$ cat config.mk
export PLATFORM = sky130hd
export DESIGN_NAME = mmio_hub
export DESIGN_NICKNAME = d
export VERILOG_FILES = /design/src/rtl/mmio_hub_pkg.sv /design/src/rtl/mmio_hub_btn_debounce.sv /design/src/rtl/mmio_hub.sv
export SDC_FILE = /design/constraint.sdc
export NUM_CORES = 1
export LEC_CHECK = 0
export ABC_AREA = 1
export BUFFER_PORTS_ARGS = -buffer_cell sky130_fd_sc_hd__buf_4
export CORE_ASPECT_RATIO = 2
export CORE_UTILIZATION = 53
export CTS_BUF_LIST = sky130_fd_sc_hd__clkbuf_16
export DETAILED_ROUTE_END_ITERATION = 12
export PLACE_DENSITY = 0.85
export SETUP_SLACK_MARGIN = 0.05
export SKIP_LAST_GASP = 1
export SYNTH_ARGS = -nofsm -noshare
export SYNTH_HDL_FRONTEND = slang
export SYNTH_HIERARCHICAL = 1
export SYNTH_SLANG_ARGS = --single-unit
$ cat constraint.sdc
create_clock -name clk -period 2.1 [get_ports clk]
set_input_delay 0.42 -clock clk [delete_from_list [all_inputs] [get_ports clk]]
set_output_delay 0.42 -clock clk [all_outputs]
set_load 0.01 [all_outputs]
$ cat src/rtl/mmio_hub_pkg.sv
// -----------------------------------------------------------------------------
// mmio_hub_pkg
// Shared constants for the MMIO peripheral hub: register offsets inside the
// 256-byte window, the default window base, and a helper that expands the low
// two byte strobes into a per-bit write mask for the 16-bit button registers.
// -----------------------------------------------------------------------------
package mmio_hub_pkg;

    localparam logic [31:0] DEFAULT_BASE_ADDR = 32'hffff_ff00;

    // Offsets within the window (byte addresses, word aligned)
    localparam logic [7:0] SW_BASE_OFF   = 8'h00;  // SW[i]  at SW_BASE_OFF  + 4*i
    localparam logic [7:0] LED_BASE_OFF  = 8'h40;  // LED[i] at LED_BASE_OFF + 4*i
    localparam logic [7:0] BTN_LEVEL_OFF = 8'h80;
    localparam logic [7:0] BTN_EDGE_OFF  = 8'h84;
    localparam logic [7:0] BTN_IE_OFF    = 8'h88;

    // Bits [7:0] are enabled by strobe 0, bits [15:8] by strobe 1.
    function automatic logic [15:0] byte_mask16(input logic [1:0] strb);
        return {{8{strb[1]}}, {8{strb[0]}}};
    endfunction

endpackage

$ cat src/rtl/mmio_hub_btn_debounce.sv
// -----------------------------------------------------------------------------
// btn_debounce
// One push-button channel: 2-flop synchroniser, optional debounce counter and
// a rising-edge indication aligned with the debounced level update.
//
// Build option: define MMIO_DEBOUNCE_EN to enable the debounce counter. When
// undefined, the debounced level is the synchroniser output and no counter
// exists.
//
// Ports:
//   clk      in   clock, all state on posedge
//   rst      in   synchronous reset, active-high
//   i_btn    in   raw asynchronous button input, active-high
//   o_level  out  debounced button level (registered)
//   o_rise   out  high in the cycle whose clock edge raises o_level 0->1
// -----------------------------------------------------------------------------
module btn_debounce #(
    parameter int unsigned DEBOUNCE_CYC = 100000
) (
    input  logic clk,
    input  logic rst,
    input  logic i_btn,
    output logic o_level,
    output logic o_rise
);

    logic r_sync1;
    logic r_sync2;

    // NOTE: sequential state uses non-blocking assignments so every flop
    // samples the pre-edge value of its source; blocking here would collapse
    // the two synchroniser stages into one.
    always_ff @(posedge clk) begin
        if (rst) begin
            r_sync1 <= 1'b0;
            r_sync2 <= 1'b0;
        end else begin
            r_sync1 <= i_btn;
            r_sync2 <= r_sync1;
        end
    end

`ifdef MMIO_DEBOUNCE_EN
    localparam int CNT_W = $clog2(DEBOUNCE_CYC);
    localparam logic [CNT_W-1:0] CNT_LAST = CNT_W'(DEBOUNCE_CYC - 1);

    logic [CNT_W-1:0] r_cnt;
    logic             r_level;
    logic             w_flip;

    // Input has disagreed with the level for DEBOUNCE_CYC consecutive cycles
    // once the counter sits at its last value and still sees a mismatch.
    assign w_flip = (r_sync2 != r_level) && (r_cnt == CNT_LAST);

    always_ff @(posedge clk) begin
        if (rst) begin
            r_cnt   <= '0;
            r_level <= 1'b0;
        end else if (r_sync2 == r_level) begin
            r_cnt <= '0;
        end else if (w_flip) begin
            r_level <= ~r_level;
            r_cnt   <= '0;
        end else begin
            r_cnt <= r_cnt + 1'b1;
        end
    end

    assign o_level = r_level;
    assign o_rise  = w_flip && !r_level;
`else
    // Same parameter list in both builds; the value has no effect here.
    localparam int unsigned UNUSED_DEBOUNCE_CYC = DEBOUNCE_CYC;

    assign o_level = r_sync2;
    assign o_rise  = r_sync1 && !r_sync2;
`endif

endmodule

$ cat src/rtl/mmio_hub.sv
// -----------------------------------------------------------------------------
// mmio_hub
// Memory-mapped peripheral hub for the data-port MMIO window: synchronised
// switch banks, byte-strobed LED registers, debounced buttons with sticky
// rising-edge flags (write-1-to-clear), interrupt enables and a registered
// level interrupt.
//
// Build option: MMIO_DEBOUNCE_EN enables per-button debounce counters
// (see btn_debounce); otherwise button levels follow the synchronisers.
//
// Ports:
//   clk, rst        clock; synchronous active-high reset
//   req, we         one-cycle access request; 1 = write
//   addr            byte address (word aligned)
//   wdata, wstrb    write data and byte enables
//   rdata, rvalid   registered read data and its one-cycle valid pulse
//   switches        raw switch banks, NUM_SW x 8, asynchronous
//   btn             raw buttons, NUM_BTN, asynchronous, active-high
//   led_out         LED register contents, NUM_LED x 8
//   irq             registered interrupt = |(BTN_EDGE & BTN_IE)
// -----------------------------------------------------------------------------
module mmio_hub
    import mmio_hub_pkg::*;
#(
    parameter int          NUM_SW       = 3,
    parameter int          NUM_LED      = 3,
    parameter int          NUM_BTN      = 5,
    parameter int unsigned DEBOUNCE_CYC = 100000,
    parameter logic [31:0] BASE_ADDR    = DEFAULT_BASE_ADDR
) (
    input  logic                     clk,
    input  logic                     rst,
    input  logic                     req,
    input  logic                     we,
    input  logic [31:0]              addr,
    input  logic [31:0]              wdata,
    input  logic [3:0]               wstrb,
    output logic [31:0]              rdata,
    output logic                     rvalid,
    input  logic [NUM_SW-1:0][7:0]   switches,
    input  logic [NUM_BTN-1:0]       btn,
    output logic [NUM_LED-1:0][7:0]  led_out,
    output logic                     irq
);

    logic                    w_hit;
    logic                    w_rd;
    logic                    w_wr;
    logic [7:0]              w_off;
    logic [15:0]             w_strb_mask;
    logic [NUM_BTN-1:0]      w_wr_mask;
    logic [NUM_BTN-1:0]      w_wr_bits;
    logic [NUM_BTN-1:0]      w_edge_clr;
    logic [NUM_BTN-1:0]      w_level;
    logic [NUM_BTN-1:0]      w_rise;
    logic [31:0]             w_rd_data;
    logic                    w_unused;

    logic [NUM_SW-1:0][7:0]  r_sw_sync1;
    logic [NUM_SW-1:0][7:0]  r_sw_sync2;
    logic [NUM_LED-1:0][7:0] r_led;
    logic [NUM_BTN-1:0]      r_ie;
    logic [NUM_BTN-1:0]      r_edge;
    logic [31:0]             r_rdata;
    logic                    r_rvalid;
    logic                    r_irq;

    // Every read request returns a pulse, hit or not; only hits touch state.
    assign w_hit = req && (addr[31:8] == BASE_ADDR[31:8]);
    assign w_rd  = req && !we;
    assign w_wr  = w_hit && we;
    assign w_off = {addr[7:2], 2'b00};

    assign w_strb_mask = byte_mask16(wstrb[1:0]);
    assign w_wr_mask   = w_strb_mask[NUM_BTN-1:0];
    assign w_wr_bits   = wdata[NUM_BTN-1:0] & w_wr_mask;
    assign w_edge_clr  = (w_wr && (w_off == BTN_EDGE_OFF)) ? w_wr_bits : '0;

    // Bits not consumed for the current parameter set.
    assign w_unused = ^{addr[1:0], wdata, wstrb, w_strb_mask};

    for (genvar b = 0; b < NUM_BTN; b++) begin : g_btn
        btn_debounce #(
            .DEBOUNCE_CYC (DEBOUNCE_CYC)
        ) u_btn_debounce (
            .clk     (clk),
            .rst     (rst),
            .i_btn   (btn[b]),
            .o_level (w_level[b]),
            .o_rise  (w_rise[b])
        );
    end

    // NOTE: the default assignment first means every path drives w_rd_data,
    // so no latch is inferred when no register matches.
    always_comb begin
        w_rd_data = '0;
        if (w_hit) begin
            for (int i = 0; i < NUM_SW; i++) begin
                if (w_off == SW_BASE_OFF + 8'(4 * i))
                    w_rd_data = {24'h0, r_sw_sync2[i]};
            end
            for (int i = 0; i < NUM_LED; i++) begin
                if (w_off == LED_BASE_OFF + 8'(4 * i))
                    w_rd_data = {24'h0, r_led[i]};
            end
            if (w_off == BTN_LEVEL_OFF) w_rd_data = 32'(w_level);
            if (w_off == BTN_EDGE_OFF)  w_rd_data = 32'(r_edge);
            if (w_off == BTN_IE_OFF)    w_rd_data = 32'(r_ie);
        end
    end

    always_ff @(posedge clk) begin
        if (rst) begin
            r_sw_sync1 <= '0;
            r_sw_sync2 <= '0;
            r_led      <= '0;
            r_ie       <= '0;
            r_edge     <= '0;
            r_rdata    <= '0;
            r_rvalid   <= 1'b0;
            r_irq      <= 1'b0;
        end else begin
            r_sw_sync1 <= switches;
            r_sw_sync2 <= r_sw_sync1;

            for (int i = 0; i < NUM_LED; i++) begin
                if (w_wr && wstrb[0] && (w_off == LED_BASE_OFF + 8'(4 * i)))
                    r_led[i] <= wdata[7:0];
            end

            if (w_wr && (w_off == BTN_IE_OFF))
                r_ie <= (r_ie & ~w_wr_mask) | w_wr_bits;

            // Clear is applied before the set so a rise in the same cycle wins.
            r_edge <= (r_edge & ~w_edge_clr) | w_rise;

            r_irq    <= |(r_edge & r_ie);
            r_rvalid <= w_rd;
            if (w_rd)
                r_rdata <= w_rd_data;
        end
    end

    assign rdata   = r_rdata;
    assign rvalid  = r_rvalid;
    assign led_out = r_led;
    assign irq     = r_irq;

endmodule
-- Yosys cells after proc, flatten, opt, wreduce, memory -nomap -nowiden
Index checks and enable logic that the tools add are counted.
- register bits after elaboration: 126
- word-level logic and storage cells: 74
- bitwise logic cells: 8
- muxes and demuxes: 11
- reduce and logical (&&, ||, !) cells: 22
- equality and inequality tests: 9
- operator list (operator ; number):
    $mux W32 ; 9
    $eq A24 B24 Y1 const B ; 1
    $and A5 B5 Y5 ; 4
    $eq A6 B5 Y1 const B ; 3
    $eq A6 B6 Y1 const B ; 3
    $logic_and A1 B1 Y1 ; 14
    $not A5 Y5 ; 2
    $or A5 B5 Y5 ; 2
    $logic_not A8 Y1 ; 1
    $mux W8 ; 1
    $eq A6 B1 Y1 const B ; 1
    $eq A6 B2 Y1 const B ; 1
    $logic_not A1 Y1 ; 6
    $mux W5 ; 1
    $reduce_or A5 Y1 ; 1

-- Logic depth before layout (Yosys ltp)
Gate-level depths: netlist (run 1).
- depth in word-level cells: 11
- depth in mapped cells: 11
- depth with buffers taken out: 11

-- Cells and area by module
Netlist (run 1), hierarchy kept.
- by module, submodules not included (module ; area an instance (um^2) ; cells each ; instances):
    mmio_hub ; 3965.1 ; 532 ; 1
    btn_debounce ; 58.8 ; 7 ; 5

-- Least setup slack after synthesis (run 1)
No wires, ideal clock.
- path type: input -> register
- start: input port addr[21]
- end: register r_led, in the netlist led_out[13]
- path slack: 612 ps
- path buffers: 1
- library setup time: 66 ps
- arrival time: 1422 ps
- cell stages on the path: 11
- cell sequence: nand2_1 > nor2_1 > nand2_1 > nor3_2 > nand2_2 > nor2_8 > nand2_4 > clkinv_4 > buf_12 > o21ai_1 > a21oi_2
- word-level cells in the longest chain between the ends: 5
- ends and longest elaborated chain (element ; RTL line ; text):
    from (decl) ; mmio_hub.sv:35 ; input logic [31:0] addr,
    $eq A24 B24 Y1 ; mmio_hub.sv:69 ; assign w_hit = req && (addr[31:8] == BASE_ADDR[31:8]);
    $logic_and A1 B1 Y1 ; mmio_hub.sv:69 ;
    $logic_and A1 B1 Y1 ; mmio_hub.sv:71 ; assign w_wr = w_hit && we;
    $logic_and A1 B1 Y1 (2 in series) ; mmio_hub.sv:128 ; if (w_wr && wstrb[0] && (w_off == LED_BASE_OFF + 8'(4 * i)))
    to (signal, indexed assignment) ; mmio_hub.sv:129 ; r_led[i] <= wdata[7:0];
    to (decl) ; mmio_hub.sv:61 ; logic [NUM_LED-1:0][7:0] r_led;
No other way between the ends.
A chain may end at the register's enable or synchronous reset.

-- Worst setup path after layout (run 1)
- start: input port addr[5]
- end: register r_rdata[4] (netlist: rdata[4])
- word-level cells in the longest chain between the ends: 11
- elaborated cells on any way between the ends: 19
- classes of those cells: eq/ne: 8; mux: 10; reduce/logical: 1
- ends and longest elaborated chain (element ; RTL line ; text):
    $logic_not A8 Y1 ; mmio_hub.sv:100 ; if (w_off == SW_BASE_OFF + 8'(4 * i))
    $mux W8 ; mmio_hub.sv:100 ;
    $mux W32 (2 in series) ; mmio_hub.sv:100 ;
    $mux W32 (3 in series) ; mmio_hub.sv:104 ; if (w_off == LED_BASE_OFF + 8'(4 * i))
    $mux W32 ; mmio_hub.sv:107 ; if (w_off == BTN_LEVEL_OFF) w_rd_data = 32'(w_level);
    $mux W32 ; mmio_hub.sv:108 ; if (w_off == BTN_EDGE_OFF) w_rd_data = 32'(r_edge);
    $mux W32 * ; mmio_hub.sv:109 ; if (w_off == BTN_IE_OFF) w_rd_data = 32'(r_ie);
    $mux W32 * ; mmio_hub.sv:98 ; if (w_hit) begin
    to (signal assigned) ; mmio_hub.sv:141 ; r_rdata <= w_rd_data;
    to (decl) ; mmio_hub.sv:64 ; logic [31:0] r_rdata;
Every way passes the cells marked *; elsewhere a longest branch is shown, timed or not.

==> summary.md, run 1 <==
| Metric | Value |
|---|---|
| Worst-Margin Slew | `0.7560 ns` |
| Post-CTS Setup Bufs | `0` |
| Yosys top cell by area | `dfxtp_1` |
| CTS root buffer | `clkbuf_16` |
| Worst path required time | `2.37 ns` |
| Final critical-path setup slack | `0.5211 ns` |
| Sequential share of the synthesized area | `47.94%` |
| Ys flop type | `dfxtp_1` |
| HPWL Detailed | `7556 µm` |
| Routed WL | `10060 µm` |
| Worst min path class | `input port to flop` |
| Tcrit/Tclk final | `75.18%` |
| LEAKAGE | `2.615 nW` |
| PortBufs | `105` |
| CTS Sinks | `102` |
| Synth warn | `6` |
| Clk Latency, worst-skew pair | `0.34 ns` |
| Htree depth | `3` |
| Maximum single-stage delay on the critical path | `0.32 ns` |
| Worst path slowest cell | `nand3_1` |
| Tot Pwr | `0.003813 W` |
| Clk buf depth | `2` |
| Yosys top cell area share | `47.94%` |
| # nets final | `773` |
| Hold Buf Count CTS | `0` |
| Die X | `65.39 µm` |
| First-pass GRT wire length | `15510 µm` |
| Num ports | `159` |
| Crit path cell chain | `buf_4 > nor2_2 > nand3_1 > nor2_1 > nor2_1 > nand4_1 > nand2_1 > nand2_1 > nand2_1 > a21oi_1` |
| Critical Path Fanout Max | `8` |
| Pre-CTS setup slack | `0.2563 ns` |
| Pins Over Slew Limit | `0` |
| FILL cells | `634` |
| PostCTS Resize Cnt | `0` |
| Slew margin rel. | `49.55%` |
| Mapped Area | `0.004259 mm²` |
| GRT overflow | `0` |
| Final ANT Viol Nets | `0` |
| EDFF count, synth | `0` |
| Vias in the first global route | `3656` |
| Setup TNS | `0 ns` |
| DR iter-0 viols | `197` |
| Residual DRC | `0` |
| Layout cell share with drive strength beyond 1 | `22.49%` |
| Max Cap Viol | `0` |
| Synth area leaders | `dfxtp_1 48%, nor2_1 10%, inv_1 8.4%` |
| Syn-to-layout area delta | `23.85%` |
| Min Clock Period, post-route | `1.579 ns` |
| VDD IR-drop max | `0.5771 mV` |
| Delay-heaviest family, CP | `simple AND/OR/NAND/NOR gates` |
| Via count | `3804` |
| DIE AREA | `0.008420 mm²` |
| Total Routing Usage GR | `24.42%` |
| WP buf/inv | `1` |
| CORE AREA | `0.007657 mm²` |
| Leading cell type by number of instances after synthesis | `nor2_1` |
| Ys async rst share | `0%` |
| Status | `complete, no violations` |
| Clk_skew | `0.005696 ns` |
| Die Height | `128.8 µm` |
| Crit path top cell by count | `nand2_1` |
| Syn Area/Cell | `7.512 µm²` |
| Fin util | `68.89%` |
| Initial Util | `55.62%` |
| Top cells by count, synth | `117 x nor2_1, 102 x dfxtp_1, 95 x inv_1, 67 x nand2_1, 45 x a21oi_1` |
| Hold Vio Cnt, Final | `0` |
| Unrepaired setup endpoints after global routing | `false` |
| Yosys reg bits | `102` |
| Critical Path AT | `1.85 ns` |
| TritonRoute pass-1 iters | `4` |
| CTS clk-pin slew, worst paths | `0.07 ns` |
| Vias per Instance | `4.940` |
| P per Cell Area | `722.8 mW/mm²` |
| Post-synthesis cell count | `567` |
| Initial antenna violation count | `0` |
| Netlist cell types | `32` |
| CTS tree | `yes` |
| Worst Setup Start Kind | `input port` |
| Row cnt | `45` |
| FMAX | `0.6334 GHz` |
| Setup Viol. Count Final | `0` |
| CP Capture Type | `flop` |
| Cts bufs inserted | `9` |
| Routed WL per cell | `13.07 µm` |
| Largest net degree at the start of global routing | `74` |
| Critical path class | `input port to flop` |
| Antenna Cells | `0` |
| Final Wtd Congestion | `0.9556` |
==> cells by family (layout without fill, tap and decap cells) <==
family / Yosys count / after routing / share of synthesized area, %
and+or+nand+nor: 233 / 233 / 24.18
buffers and inverters: 143 / 229 / 16.39
DFF: 102 / 102 / 47.94
AOI/OAI and AO/OA: 88 / 88 / 11.40
other: 1 / 24 / 0.08805
==> cell type report <==
| cell class | count | area (µm²) | area share, % |
|---|---|---|---|
| sequential | 102 | 2042 | 38.71 |
| inverter | 103 | 402.9 | 7.638 |
| clock buffer | 9 | 225.2 | 4.269 |
| tap | 94 | 117.6 | 2.230 |
| multi-input combinational | 345 | 1605 | 30.43 |
| clock inverter | 6 | 48.80 | 0.9250 |
| timing repair buffer | 111 | 833.3 | 15.80 |
==> path summary, 6_finish.rpt <==
| kind | from | end | slack (ns) | cells past startpoint |
|---|---|---|---|---|
| worst max-delay path | addr[5] | rdata[4] | 0.52 | 10 |
| worst min-delay path | switches[12] | r_sw_sync1[12] | 0.28 | 3 |
| worst max register to register | r_sw_sync2[10] | rdata[2] | 0.89 | 8 |
| worst min register to register | r_sw_sync1[6] | r_sw_sync2[6] | 0.40 | 2 |
==> placed cells by master, fill, tap and decap left out, types with 9 or more instances in the layout <==
master     instances
clkbuf_16          9
nand4_1           21
nand3_1           11
dfxtp_1          102
nor2_1           117
o21ai_0           23
buf_4            111
a21oi_1           45
nand2_1           67
conb_1            24
inv_1             96
==> per-layer routing <==
| metal | global-route usage, % | wire length, µm | share of wire (%) |
|---|---|---|---|
| met1 | 22.91 | 3479 | 35 |
| met4 | 18.93 | 528 | 5.2 |
| met5 | 0 | 0 | 0 |
| met3 | 4.167 | 663 | 6.6 |
| met2 | 44.88 | 5393 | 54 |
==> report_power, final <==
part	internal, W	switching (W)	total (W)
Sequential	0.00199	0.0000204	0.00201
Clock	0.000806	0.000700	0.00151
Combinational	0.000130	0.000163	0.000293
Total	0.00293	0.000883	0.00381
==> metrics by stage <==
stage               instance area, µm²  std cells  hold WS (ns)
floorplan                         4345        590        0.3883
finish                            5275        770        0.2794
detailed placement                5001        755        0.3952
global route                      5275        770        0.2848
global placement                  5001        755        0.3910
CTS                               5275        770        0.2762
==> tightest hold or removal path, stage by stage <==
cell	delay, ns
buf_4	0.08
inv_1	0.03
nor2_1	0.06
==> flip-flops by register name, summed over array words and instances (netlist names), named ones only <==
signal                        count
led_out                          24
r_sw_sync1                       24
r_sw_sync2                       24
rdata                             8
g_btn.u_btn_debounce/o_level      5
g_btn.u_btn_debounce/r_sync1      5
r_edge                            5
irq                               1
rvalid                            1
(Power assumes the default switching activity.)
==> run 2, diff against run 1 <==
--- a/config.mk
+++ b/config.mk
@@ -5,13 +5,13 @@
 export SDC_FILE = /design/constraint.sdc
 export NUM_CORES = 1
 export LEC_CHECK = 0
-export ABC_AREA = 1
+export ABC_AREA = 0
 export BUFFER_PORTS_ARGS = -buffer_cell sky130_fd_sc_hd__buf_4
 export CORE_ASPECT_RATIO = 2
-export CORE_UTILIZATION = 53
+export CORE_UTILIZATION = 49
 export CTS_BUF_LIST = sky130_fd_sc_hd__clkbuf_16
 export DETAILED_ROUTE_END_ITERATION = 12
-export PLACE_DENSITY = 0.85
+export PLACE_DENSITY = 0.8
 export SETUP_SLACK_MARGIN = 0.05
 export SKIP_LAST_GASP = 1
 export SYNTH_ARGS = -nofsm -noshare
==> constraint.sdc (replaced) <==
create_clock -name clk -period 1.5 [get_ports clk]
set_input_delay 0.3 -clock clk [delete_from_list [all_inputs] [get_ports clk]]
set_output_delay 0.3 -clock clk [all_outputs]
set_load 0.01 [all_outputs]
==> run 2 against run 1 <==
Synthesized cell count down 28%. Routed wire length down 0.33%. Cell count down 16%. Total power up 47%. Register-to-register slack worse by 0.59 ns. Critical path type unchanged. Critical endpoint is now led_out[20]. Largest cell class unchanged. Largest power group unchanged.
==> summary.md, run 2 <==
| Metric | Value |
|---|---|
| Pins Over Slew Limit | `0` |
| CORE AREA | `0.008233 mm²` |
| Vias in the first global route | `3316` |
| CTS clk-pin slew, worst paths | `0.08 ns` |
| Reg2reg end | `rdata[0]` |
| Largest net degree at the start of global routing | `48` |
| Netlist cell types | `44` |
| Most common cell after layout, fill and taps aside | `buf_4` |
| Setup TNS | `0 ns` |
| Clk_skew | `0.01153 ns` |
| Synth area leaders | `dfxtp_1 49%, mux2i_1 11%, nor2b_1 8.9%` |
| Row cnt | `47` |
| Ys flop type | `dfxtp_1` |
| Most frequent cells in the layout | `135 x buf_4, 102 x dfxtp_1, 59 x nor2b_1` |
| Syn-to-layout area delta | `32.55%` |
| Clk Latency, worst-skew pair | `0.35 ns` |
| EDFF count, synth | `0` |
| P per Cell Area | `1012 mW/mm²` |
| Num ports | `159` |
| LEAKAGE | `2.565 nW` |
| Routed WL per cell | `15.58 µm` |
| Worst path required time | `1.73 ns` |
| Initial Util | `50.61%` |
| Residual DRC | `0` |
| DP Cell Count | `625` |
| Syn Area/Cell | `10.14 µm²` |
| Initial antenna violation count | `0` |
| Yosys top cell by area | `dfxtp_1` |
| Unrepaired setup endpoints after global routing | `true` |
| CTS Sinks | `102` |
| Tot Pwr | `0.005591 W` |
| Post-synthesis cell count | `411` |
| CTS tree | `yes` |
| Critical path class | `input port to flop` |
| Htree depth | `3` |
| Worst-case hold path end point | `g_btn[0].u_btn_debounce/r_sync1` |
| Via count | `3340` |
| Yosys top cell area share | `49.01%` |
| Register-to-register setup slack | `0.30 ns` |
| Max Cap Viol | `0` |
| Maximum single-stage delay on the critical path | `0.34 ns` |
| Ys async rst share | `0%` |
| Die Height | `132.4 µm` |
| Layout cell share with drive strength beyond 1 | `32.23%` |
| PortBufs | `105` |
| Fin util | `67.08%` |
| Final Wtd Congestion | `0.8304` |
| VDD IR-drop max | `0.8652 mV` |
| HP Start | `btn[0]` |
| Worst min path class | `input port to flop` |
| Die X | `67.21 µm` |
| First-pass GRT wire length | `15420 µm` |
| Setup Viol. Count Final | `0` |
| GRT overflow | `0` |
| Post-route insts no fill | `644` |
| Worst Setup Start Kind | `input port` |
| Critical Path Fanout Max | `8` |
| Vias per Instance | `5.186` |
| Clk buf depth | `2` |
| Min Clock Period, post-route | `1.420 ns` |
| Final ANT Viol Nets | `0` |
| Worst path slowest cell | `nor4b_4` |
| Status | `complete, no violations` |
| CTS root buffer | `clkbuf_16` |
| Routed WL | `10030 µm` |
| Tcrit/Tclk final | `94.64%` |
| HPWL Detailed | `7626 µm` |
| Hold Vio Cnt, Final | `0` |
| Leading cell type by number of instances after synthesis | `dfxtp_1` |
| DIE AREA | `0.008898 mm²` |
| Total Routing Usage GR | `23.58%` |
| R2R depth | `5` |
| WHS Path Cells | `2` |
| Critical Path AT | `1.65 ns` |
| FMAX | `0.7044 GHz` |
| Synth warn | `6` |
| Yosys reg bits | `102` |
| Antenna Cells | `0` |
| Critical R2R Launch | `r_sw_sync2[16]` |
| DR iter-0 viols | `176` |
| # nets final | `642` |
| Mapped Area | `0.004166 mm²` |
| CP Capture Type | `flop` |
| Cts bufs inserted | `9` |
| TritonRoute pass-1 iters | `4` |
| Crit path cell chain | `buf_8 > nor4b_4 > nor3b_4 > nand4_4 > mux2i_2 > nor2_1` |
| Sequential share of the synthesized area | `49.01%` |
| Top cells by count, synth | `102 x dfxtp_1, 59 x nor2b_1, 44 x mux2i_1, 41 x nor2_1, 24 x buf_4` |
[run 2: logic make-up after synthesis]
logic type             count (synthesis)  share of synthesized area (%)
flip-flops                           102                          49.01
AO/OA/AOI/OAI                         57                          9.219
buffers and inverters                 45                          6.426
multiplexers                          47                          11.38
AND/OR/NAND/NOR                      159                          23.87
other                                  1                        0.09000
[run 2: repair_timing]
action | 4_1_cts | 5_1_grt
resized for setup | 0 | 6
pin swaps | 0 | 5
cloned | 0 | 0
endpoints found under the setup margin | 1 | 22
hold buffers | 0 | 0
buffers inserted | 1 | 2
[run 2: how the worst max path moves through the flow]
stage          cells past startpoint  slack [ns]      from     endpoint
2_1_floorplan                      6       -0.20   addr[2]         flop
3_3_place_gp                       6       -0.24   addr[5]  led_out[17]
3_5_place_dp                       8       -0.30  addr[22]   led_out[5]
4_1_cts                            6        0.06   addr[5]  led_out[20]
5_1_grt                            6        0.03   addr[7]  led_out[20]
6_report                           6        0.08   addr[7]  led_out[20]
[run 2: layout make-up]
cell class	instances	area, µm²
fill	658	2710
sequential	102	2042
clock buffer	9	225.2
inverter	2	7.507
tap	98	122.6
timing repair buffer	139	1071
clock inverter	7	86.33
multi-input combinational	287	1968
[run 2: metal layers]
layer	vias up	global-route usage [%]	wire length, µm
met3	20	4.498	511
li1	1632	-	-
met4	0	12.65	342
met2	122	43.89	5705
met5	-	0	0
met1	1566	22.78	3473
[run 2: power by group]
| part | internal, W | switching (W) |
|---|---|---|
| logic | 0.000242 | 0.000222 |
| clock network | 0.00119 | 0.00112 |
| registers | 0.00279 | 0.0000274 |
[run 2: metrics by stage]
step	hold WS (ns)	setup slack (ns)	cell area, µm²
5_1_grt	0.1563	0.03219	5523
4_1_cts	0.1515	0.06381	5480
3_3_place_gp	0.4175	-0.2404	5161
3_5_place_dp	0.4204	-0.3007	5161
6_report	0.1559	0.08033	5523
2_1_floorplan	0.3716	-0.1996	4274
[run 2: worst max-delay path: cells and delay by family]
kind,cells,cell delay (ns)
mux,1,0.27
buf+inv,1,0.10
simple gates,4,0.97
==> run 3, diff against run 2 <==
--- a/config.mk
+++ b/config.mk
@@ -5,7 +5,6 @@
 export SDC_FILE = /design/constraint.sdc
 export NUM_CORES = 1
 export LEC_CHECK = 0
-export ABC_AREA = 0
 export BUFFER_PORTS_ARGS = -buffer_cell sky130_fd_sc_hd__buf_4
 export CORE_ASPECT_RATIO = 2
 export CORE_UTILIZATION = 49
==> constraint.sdc (replaced) <==
create_clock -name clk -period 1.5 [get_ports clk]
set_input_delay 0.075 -clock clk [delete_from_list [all_inputs] [get_ports clk]]
set_output_delay 0.075 -clock clk [all_outputs]
set_load 0.01 [all_outputs]
==> run 3 against run 2 <==
Sequential power is essentially flat. Maximum frequency grew 1.7%. Combinational power grew 11%. First-iteration DRC count grew 1.7%. Design area grew 3.9%. Die area is the same. Worst setup slack gained 0.023 ns.
==> summary.md, run 3 (synthesis gave the netlist of run 2 again) <==
| Metric | Value |
|---|---|
| Vias in the first global route | `3324` |
| Initial antenna violation count | `0` |
| Htree depth | `3` |
| Multi-input gate area | `0.001943 mm²` |
| PostCTS Resize Cnt | `0` |
| # nets final | `665` |
| HPWL Detailed | `7430 µm` |
| CTS root buffer | `clkbuf_16` |
| Final critical-path setup slack | `0.1036 ns` |
| Hold Buf Count CTS | `33` |
| Worst path required time | `1.78 ns` |
| Tcrit/Tclk final | `93.09%` |
| Min Clock Period, post-route | `1.396 ns` |
| Post-CTS Setup Bufs | `0` |
| Setup TNS | `0 ns` |
| Clk Latency, worst-skew pair | `0.34 ns` |
| Worst min path class | `input port to flop` |
| Pre-CTS setup slack | `-0.06066 ns` |
| Routed WL per cell | `15.18 µm` |
| Total Routing Usage GR | `23.70%` |
| Status | `complete, no violations` |
| CTS clk-pin slew, worst paths | `0.06 ns` |
| GRT overflow | `0` |
| Setup Viol. Count Final | `0` |
| GRT met2 Usage | `44.56%` |
| GRT busiest layer | `met2` |
| FILL cells | `635` |
| Vias per Instance | `5.069` |
| Initial Util | `50.61%` |
| Clock Power Share | `41.8%` |
| Register-to-register setup slack | `0.27 ns` |
| Routed WL | `10130 µm` |
| Clk buf depth | `2` |
| Tot Pwr | `0.005732 W` |
| Net Sw Frac | `20.97%` |
| Antenna Cells | `0` |
| DR iter-0 viols | `179` |
| Register area | `0.002042 mm²` |
| Largest net degree at the start of global routing | `94` |
| Internal power | `0.004530 W` |
| DIE AREA | `0.008898 mm²` |
| VDD IR-drop max | `0.7744 mV` |
| PortBufs | `105` |
| FMAX | `0.7161 GHz` |
| Critical path class | `input port to flop` |
| Logic pwr share | `9.0%` |
| Syn-to-layout area delta | `37.78%` |
| Cts bufs inserted | `9` |
| Critical Path AT | `1.67 ns` |
| Residual DRC | `0` |
| CTS tree | `yes` |
| Layout cell share with drive strength beyond 1 | `28.30%` |
| Met1 Resource Use GR | `21.77%` |
| Net Sw Power | `0.001202 W` |
| Fin util | `69.73%` |
| Die X | `67.21 µm` |
| Clk_skew | `0.007206 ns` |
| Met3 usage | `3.893%` |
| Final ANT Viol Nets | `0` |
| CP Capture Type | `flop` |
| Final Wtd Congestion | `0.8662` |
| Hold Vio Cnt, Final | `0` |
| TritonRoute pass-1 iters | `4` |
| LEAKAGE | `2.655 nW` |
| Die Height | `132.4 µm` |
| Max Cap Viol | `0` |
| Pins Over Slew Limit | `0` |
| Row cnt | `47` |
| Via count | `3381` |
| P per Cell Area | `998.5 mW/mm²` |
| First-pass GRT wire length | `15380 µm` |
| Seq pwr share | `49.2%` |
| Num ports | `159` |
| Most common cell after layout, fill and taps aside | `buf_4` |
| Worst Setup Start Kind | `input port` |
| Most frequent cells in the layout | `128 x buf_4, 102 x dfxtp_1, 59 x nor2b_1` |
| Critical Path Fanout Max | `5` |
| CTS Sinks | `102` |
| Unrepaired setup endpoints after global routing | `false` |
| CORE AREA | `0.008233 mm²` |
[run 3: changes by cell type in the layout (fill, tap and decap cells not counted), moves of 2 or more]
cell           previous run  this run
buf_4                   135       128
bufinv_16                 0         2
inv_1                     1         3
buf_6                     2         0
dlygate4sd3_1             0        33
nor4b_2                   3         1
clkinv_8                  3         0
nor4b_1                   3         5
[run 3: layout make-up]
type	instances	area share [%]
flip-flops and latches	102	35.57
multi-input cells	287	33.85
well taps	98	2.136
inverters	2	0.1308
repair buffers	162	22.84
clock buffers	9	3.923
clock inverters	7	1.548
[run 3: metrics by stage]
step / hold slack, ns / cell area [µm²] / cells
finish: 0.01140 / 5741 / 667
CTS: 0.0009425 / 5741 / 667
detailed placement: 0.2867 / 5096 / 618
global route: 0.01971 / 5741 / 667
global placement: 0.2825 / 5096 / 618
floorplan: 0.1466 / 4253 / 434
[run 3: power by group through the flow]
stage                     Sequential (W)  Clock, W  Combinational [W]
final                            0.00282   0.00240           0.000515
after detailed placement         0.00288         0           0.000444
after floorplan                  0.00287         0           0.000262
after global routing             0.00283   0.00257           0.000556
after CTS                        0.00282   0.00245           0.000512
after global placement           0.00288         0           0.000433
[run 3: worst max-delay path: stages]
cell and delay [ns]:
buf_4 0.12, dlygate4sd3_1 0.56, nor3b_1 0.29, and4_1 0.31, buf_4 0.18, a31o_1 0.14
[run 3: layer usage]
layer	part of all wire (%)	wire length [µm]
met3	4.0	406
met4	3.2	325
met1	34	3432
met5	0	0
met2	59	5964
[run 3: final timing paths]
kind	startpoint	to	cells after the start
hold reg to reg	r_sw_sync1[18]	r_sw_sync2[18]	1
setup reg to reg	r_sw_sync2[3]	rdata[3]	5
hold / removal	wdata[6]	led_out[14]	3
setup / recovery	we	rdata[0]	6
